File: config.mk
export PLATFORM = sky130hd
export DESIGN_NAME = conv_job_sequencer
export DESIGN_NICKNAME = d
export VERILOG_FILES = /design/src/rtl/conv_job_sequencer.sv
export SDC_FILE = /design/constraint.sdc
export NUM_CORES = 1
export LEC_CHECK = 0
export CAP_MARGIN = 20
export CORE_ASPECT_RATIO = 1.75
export CORE_MARGIN = 2
export CORE_UTILIZATION = 45
export DETAILED_ROUTE_END_ITERATION = 8
export GPL_ROUTABILITY_DRIVEN = 1
export PLACE_DENSITY = 0.91
export SLEW_MARGIN = 20
export SYNTH_ARGS = -nofsm -noshare
export SYNTH_HDL_FRONTEND = slang
export SYNTH_SLANG_ARGS = --single-unit
File: constraint.sdc
create_clock -name clk -period 3.2 [get_ports clk]
set_input_delay 0.32 -clock clk [delete_from_list [all_inputs] [get_ports clk]]
set_output_delay 0.32 -clock clk [all_outputs]
set_load 0.01 [all_outputs]
File: src/rtl/conv_job_sequencer.sv
// conv_job_sequencer
//   Host-side controller for the convolution core. Takes (sizeX, sizeY) jobs
//   over a valid/ready port, rejects zero-sized jobs, programs the core config
//   word, pulses start, waits for done under a timeout, then streams the
//   sizeX+sizeY-1 results out of the memZ read port as a valid/ready stream.
//
// Ports
//   clk, rstn                    clock (rising edge), async active-low reset
//   job_valid_i/job_ready_o      job request handshake
//   job_sizeX_i/job_sizeY_i      job sequence lengths
//   config_o, start_o            core configuration word and start pulse
//   core_busy_i, core_done_i     core status
//   memZ_rd_addr_o/_data_i       memZ read port (1-cycle registered read)
//   res_valid_o/res_ready_i      result stream handshake
//   res_data_o, res_last_o       result word and end-of-job marker
//   job_done_o                   pulse after the final result handshake
//   err_o, err_code_o            error pulse; code 01=zero size, 10=timeout
//   busy_o                       high whenever not idle
//   jobs_done_o                  completed-job counter, wraps at 256
module conv_job_sequencer #(
  parameter int unsigned DATA_WIDTH     = 32,
  parameter int unsigned ADDR_WIDTH     = 5,
  parameter int unsigned TIMEOUT_CYCLES = 4096
) (
  input  logic                    clk,
  input  logic                    rstn,
  input  logic                    job_valid_i,
  output logic                    job_ready_o,
  input  logic [ADDR_WIDTH-1:0]   job_sizeX_i,
  input  logic [ADDR_WIDTH-1:0]   job_sizeY_i,
  output logic [DATA_WIDTH-1:0]   config_o,
  output logic                    start_o,
  input  logic                    core_busy_i,
  input  logic                    core_done_i,
  output logic [ADDR_WIDTH:0]     memZ_rd_addr_o,
  input  logic [2*DATA_WIDTH-1:0] memZ_rd_data_i,
  output logic                    res_valid_o,
  input  logic                    res_ready_i,
  output logic [2*DATA_WIDTH-1:0] res_data_o,
  output logic                    res_last_o,
  output logic                    job_done_o,
  output logic                    err_o,
  output logic [1:0]              err_code_o,
  output logic                    busy_o,
  output logic [7:0]              jobs_done_o
);

  localparam int unsigned LW = ADDR_WIDTH + 1;
  localparam int unsigned CW = $clog2(TIMEOUT_CYCLES + 1);
  // Expiry compare value chosen so err_o lands exactly TIMEOUT_CYCLES cycles
  // after the start_o cycle (counter reads 0 in the first WAIT cycle).
  localparam logic [CW-1:0] TO_LAST = CW'(TIMEOUT_CYCLES - 2);

  localparam logic [2:0] S_IDLE    = 3'd0;
  localparam logic [2:0] S_LAUNCH  = 3'd1;
  localparam logic [2:0] S_WAIT    = 3'd2;
  localparam logic [2:0] S_RD_ADDR = 3'd3;
  localparam logic [2:0] S_RD_CAP  = 3'd4;
  localparam logic [2:0] S_OUT     = 3'd5;
  localparam logic [2:0] S_FIN     = 3'd6;

  logic [2:0]              state_q,    state_d;
  logic [DATA_WIDTH-1:0]   config_q,   config_d;
  logic [LW-1:0]           idx_q,      idx_d;
  logic [LW-1:0]           len_q,      len_d;
  logic [LW-1:0]           addr_q,     addr_d;
  logic [CW-1:0]           cnt_q,      cnt_d;
  logic [2*DATA_WIDTH-1:0] res_data_q, res_data_d;
  logic                    err_q,      err_d;
  logic [1:0]              err_code_q, err_code_d;
  logic [7:0]              jobs_q,     jobs_d;

  logic                    job_hs;
  logic                    is_last;
  logic [DATA_WIDTH-1:0]   cfg_new;
  logic [LW-1:0]           len_new;

  // Ready is held low during the error pulse cycle and while in reset.
  assign job_ready_o = rstn && (state_q == S_IDLE) && !core_busy_i && !err_q;
  assign job_hs      = job_valid_i && job_ready_o;
  assign is_last     = (idx_q == len_q - LW'(1));
  assign len_new     = {1'b0, config_q[ADDR_WIDTH-1:0]}
                     + {1'b0, config_q[2*ADDR_WIDTH-1:ADDR_WIDTH]} - LW'(1);

  always_comb begin
    cfg_new = '0;
    cfg_new[ADDR_WIDTH-1:0]            = job_sizeX_i;
    cfg_new[2*ADDR_WIDTH-1:ADDR_WIDTH] = job_sizeY_i;
  end

  always_comb begin
    state_d    = state_q;
    config_d   = config_q;
    idx_d      = idx_q;
    len_d      = len_q;
    addr_d     = addr_q;
    cnt_d      = cnt_q;
    res_data_d = res_data_q;
    err_d      = 1'b0;
    err_code_d = err_code_q;
    jobs_d     = jobs_q;
    case (state_q)
      S_IDLE: begin
        if (job_hs) begin
          err_code_d = '0;
          if (job_sizeX_i == '0 || job_sizeY_i == '0) begin
            err_d      = 1'b1;
            err_code_d = 2'b01;
          end else begin
            config_d = cfg_new;
            state_d  = S_LAUNCH;
          end
        end
      end
      S_LAUNCH: begin
        cnt_d   = '0;
        state_d = S_WAIT;
      end
      S_WAIT: begin
        if (core_done_i) begin
          idx_d   = '0;
          addr_d  = '0;
          len_d   = len_new;
          state_d = S_RD_ADDR;
        end else if (cnt_q == TO_LAST) begin
          err_d      = 1'b1;
          err_code_d = 2'b10;
          state_d    = S_IDLE;
        end else begin
          cnt_d = cnt_q + CW'(1);
        end
      end
      S_RD_ADDR: state_d = S_RD_CAP;
      S_RD_CAP: begin
        res_data_d = memZ_rd_data_i;
        state_d    = S_OUT;
      end
      S_OUT: begin
        if (res_ready_i) begin
          if (is_last) begin
            state_d = S_FIN;
          end else begin
            idx_d   = idx_q + LW'(1);
            addr_d  = idx_q + LW'(1);
            state_d = S_RD_ADDR;
          end
        end
      end
      S_FIN: begin
        jobs_d  = jobs_q + 8'd1;
        state_d = S_IDLE;
      end
      default: state_d = S_IDLE;
    endcase
  end

  always_ff @(posedge clk or negedge rstn) begin
    if (!rstn) begin
      state_q    <= S_IDLE;
      config_q   <= '0;
      idx_q      <= '0;
      len_q      <= '0;
      addr_q     <= '0;
      cnt_q      <= '0;
      res_data_q <= '0;
      err_q      <= 1'b0;
      err_code_q <= '0;
      jobs_q     <= '0;
    end else begin
      state_q    <= state_d;
      config_q   <= config_d;
      idx_q      <= idx_d;
      len_q      <= len_d;
      addr_q     <= addr_d;
      cnt_q      <= cnt_d;
      res_data_q <= res_data_d;
      err_q      <= err_d;
      err_code_q <= err_code_d;
      jobs_q     <= jobs_d;
    end
  end

  assign config_o       = config_q;
  assign start_o        = (state_q == S_LAUNCH);
  assign memZ_rd_addr_o = addr_q;
  assign res_valid_o    = (state_q == S_OUT);
  assign res_data_o     = res_data_q;
  assign res_last_o     = (state_q == S_OUT) && is_last;
  assign job_done_o     = (state_q == S_FIN);
  assign err_o          = err_q;
  assign err_code_o     = err_code_q;
  assign busy_o         = (state_q != S_IDLE);
  assign jobs_done_o    = jobs_q;

endmodule
; ---- Word-level counts from Yosys, hierarchy flattened
; Index checks and enable logic that the tools add are counted.
[totals]
reg_bits = 113
out_inout_bits = 119
[classes]
add_sub_neg = 6
eq_ne = 17
n_mux = 24
n_bitwise = 1
n_reduce_logical = 21
[op_table]
columns = operator, n
row1 = $mux 13, 2
row2 = $pmux 13 s2, 1
row3 = $mux 3, 6
row4 = $mux 6, 3
row5 = $pmux 3 s6, 1
row6 = $ne 2x2->1 const B, 7
row7 = $add 13x1->13 const B, 1
row8 = $eq 13x12->1 const B, 1
row9 = $pmux 6 s2, 1
row10 = $reduce_and 4->1, 3
row11 = $sub 6x1->6 const B, 2
row12 = $logic_not 5->1, 2
row13 = $eq 3x3->1 const B, 3
row14 = $add 8x1->8 const B, 1
row15 = $add 5x5->6, 1
row16 = $add 6x1->6 const B, 1
row17 = $eq 3x2->1 const B, 2
row18 = $eq 6x6->1, 1
row19 = $mux 2, 3
row20 = $reduce_and 3->1, 2
row21 = $reduce_bool 2->1, 3
row22 = $logic_and 1x1->1, 5
row23 = $mux 1, 5
row24 = $pmux 2 s2, 1
row25 = 10 further kinds, 11

; ---- Logic depth before layout (Yosys ltp)
[depth]
depth_word = 7
depth_mapped = 11
mapped_depth_nobuf = 11

; ---- Least setup slack after synthesis
; Ideal clock, no wire load.
[synth_path]
path_type = reg-to-output
startpoint = reg len_q[0]
endpoint = out res_last_o
t_arrival_ns = 1.587
required_time_ns = 2.880
slack_ns = 1.293
stages_incl_launch_ff = 6
n_path_buf = 1
cell_sequence = dfrtp_1 > or4_4 > nor3_2 > and4bb_1 > buf_6 > and3_2
[synth_via]
elab_chain_len = 3
[synth_rtl]
columns = item, line_no
row1 = "start, declared", 65  ; logic [LW-1:0] len_q, len_d;
row2 = "start signal, assigned", 173  ; len_q <= len_d;
row3 = $sub 6x1->6, 81  ; assign is_last = (idx_q == len_q - LW'(1));
row4 = $eq 6x6->1, 81
row5 = $logic_and 1x1->1, 188  ; assign res_last_o = (state_q == S_OUT) && is_last;
row6 = "end, declared", 40  ; output logic res_last_o,
; No other way between the ends.

; ---- Final worst setup path
; Ends and elaborated chain as after synthesis.

==> reports/metrics.yaml <==
postLayoutCoreUtil_pct: 66.7
syn-cell-area_um2: 5310
maxSlewHeadroom_pct: 47.7
globalplace.congestion: 0.812
r2r-end: "cnt_q[6]"
yosysWarnings: 0
clk_latency_ns: 0.40
cpPeakStageDelay_ns: 0.54
numPortBuffers: 176
die_y_um: 148
root_buffer: "clkbuf_16"
irDropWorstVdd_mv: 0.682
grt_pass1_vias: 4377
cts_tree: "done"
use_met1_pct: 22.5
drtAntennaViolNets: 0
clock-sinks: 113
setup_tns_ns: 0
end_kind: "output port"
nets: 725
cp_cell_sequence: "or4_4 > o21ai_0 > and4bb_2 > and3_2 > clkdlybuf4s50_1"
dr.pass1.iters: 4
p_leak_nw: 3.32
rrSetupSlack_ns: 1.04
die_area_um2: 12700
ys.flop_type: "dfrtp_1"
ys_types: 44
r2r_start: "state_q[0]"
crit_path_start: "len_q[0]"
synth_edf_count: 0
antenna_found_initial: 0
grt_pass1_wl_um: 21800
finalSetupViolCount: 0
fmax_mhz: 331
pwr_density_cell_nw_per_um2: 979
cp.required_ns: 2.88
diodes: 0
clk_pin_slew_worst_paths_ns: 0.05
multi_input_area_um2: 2200
cap_viol_max_count: 0
syn2layout_area_growth_pct: 44.8
regArea_um2: 2830
slowest_stage: "or4_4"
syn_avg_cell_area_um2: 11.8
drive_gt1_share_pct: 17.7
place_area_um2: 7110
fin_crit_ns: 3.02
yosysSeqAreaShare_pct: 53.3
synthCells: 448
design.core.area_um2: 11500
dr_total_vias: 4167
rsz0062_at_grt: "false"
drt_iter0_drc: 157
fin_crit_sh_pct: 94.3
die_w_um: 86.1
r2r_cells: 5
drt-total-wl_um: 13800
skew_ns: 0.00773
synth-seq-cells: 113
boundaryPins: 199
grt_remaining_overflow: 0
endpoint: "res_last_o"
finalInstanceArea_um2: 7680
grtUsageMet2_pct: 41.0
initial_core_util_pct: 46.1
crit_fanout: 10
clockBufferDepth: 2
cts_inserted_buffers: 17
critical_path_class: "reg -> out"
worst_slew_pin_slew_ns: 0.785
hold_ws_ns: 0.125
hold_path.class: "in -> async"
rows: 52
drt-vias-per-instance: 5.36
use_met3_pct: 6.59
fillers: 844
cts_setup_buffers: 0
track_usage_pct: 22.2
yosys-top-cells-area: "dfrtp_1, mux2_2, ha_1, buf_4, xnor2_1"
yosysTopAreaCell: "dfrtp_1"
startpoint_type: "flop"
finalHoldViolCount: 0
async_reset_ff_share_pct: 100
hpwlAfterDp_um: 10200
drc: 0
htree_num_levels: 4
synth.top_cell.area_share_pct: 53.3
wire_per_inst_um: 17.7
top_usage_layer: "met2"
grt_max_degree: 65
finalMaxSlewViolations: 0
critPathArrivalTime_ns: 2.70
status: "complete, no violations"
[through the flow]
stage	setup slack [ns]	instances	total power [mW]
6_report	0.181	778	7.52
4_1_cts	0.0949	778	7.60
2_1_floorplan	1.29	469	4.08
3_5_place_dp	0.546	746	5.78
5_1_grt	0.0549	778	7.98
3_3_place_gp	0.665	746	5.57
[where the power goes]
group / internal [mW] / switching [mW] / leakage (nW)
Sequential: 2.01 / 0.438 / 1.40
Clock: 1.10 / 0.678 / 0.273
Combinational: 1.86 / 1.44 / 1.64
[logic make-up (layout without fill, tap and decap cells)]
kind of cell,Yosys count,after routing,share of synthesized area [%]
compound gates,51,51,5.83
xor+xnor,23,23,3.80
fa+ha+maj,15,15,3.68
buf+inv,69,243,6.79
flops,113,113,53.3
mux,75,75,15.7
other cells,1,22,0.0707
simple gates,101,101,10.8
[per-layer routing]
| metal | vias up | wire (um) | share of wire, % |
|---|---|---|---|
| li1 | 1894 | - | - |
| met1 | 2045 | 4780 | 35 |
| met2 | 198 | 7660 | 56 |
| met3 | 30 | 1000 | 7.3 |
| met4 | 0 | 347 | 2.5 |
| met5 | - | 0 | 0 |
[state kept, by name (all words and copies together), names as in the netlist]
| register | flops |
|---|---|
| len_q | 6 |
| err_code_o | 2 |
| config_o | 10 |
| memZ_rd_addr_o | 6 |
| err_o | 1 |
| res_data_o | 64 |
| state_q | 3 |
| cnt_q | 13 |
| jobs_done_o | 8 |
[cell usage after synthesis, drive strengths merged, types with 2 or more instances]
| library cell | instances |
|---|---|
| nand2 | 34 |
| o211ai | 2 |
| clkbuf | 7 |
| and3 | 6 |
| buf | 32 |
| nor3 | 5 |
| a21o | 3 |
| o22ai | 4 |
| o311ai | 2 |
| nand2b | 2 |
| o21ai | 21 |
| xor2 | 5 |
| mux2i | 9 |
| dfrtp | 113 |
| a21oi | 10 |
| nand3 | 15 |
| a31oi | 2 |
| nand4 | 11 |
| nor2 | 8 |
| or4 | 5 |
| or3 | 2 |
| inv | 29 |
| xnor2 | 18 |
| nor3b | 3 |
| mux2 | 66 |
| ha | 14 |
| a211oi | 5 |
| and4 | 4 |
[cell usage in the layout (no fill, tap or decap), types with 11 or more instances in the layout]
cell	n
inv_1	29
conb_1	22
clkbuf_16	17
nand2_1	34
nand3_1	15
clkdlybuf4s50_1	175
o21ai_0	21
dfrtp_1	113
ha_1	14
xnor2_1	18
mux2_2	66
nand4_1	11
[critical path, delay by kind of cell, from the launching register on]
family,cells,cell delay [ns]
flip-flops,1,0.44
AO/OA/AOI/OAI,1,0.18
buffers and inverters,1,0.53
AND/OR/NAND/NOR,3,1.15
[worst min-delay path by stage]
stage	startpoint	end	slack, ns	depth (start not counted)
global route	rstn	jobs_done_o[5]	0.16	2
global placement	cnt_q[11]	cnt_q[11]	0.45	1
finish	rstn	jobs_done_o[5]	0.12	2
detailed placement	cnt_q[11]	cnt_q[11]	0.47	1
floorplan	rstn	cnt_q[0]	0.02	0
CTS	rstn	len_q[3]	0.12	2
[what timing repair did]
action / CTS / global route
gates resized for setup: 0 / 1
hold buffers: 0 / 0
endpoints found under the setup margin: 0 / 1
[area by class of cell]
type                       count  share of cell area, %
clock buffer                  18                   5.72
clock inverter                14                   1.73
inverter                      30                   1.47
multi-input combinational    287                   28.7
sequential                   113                   36.8
tap                          135                   2.20
timing repair buffer         181                   23.4
(Power assumes the default switching activity.)
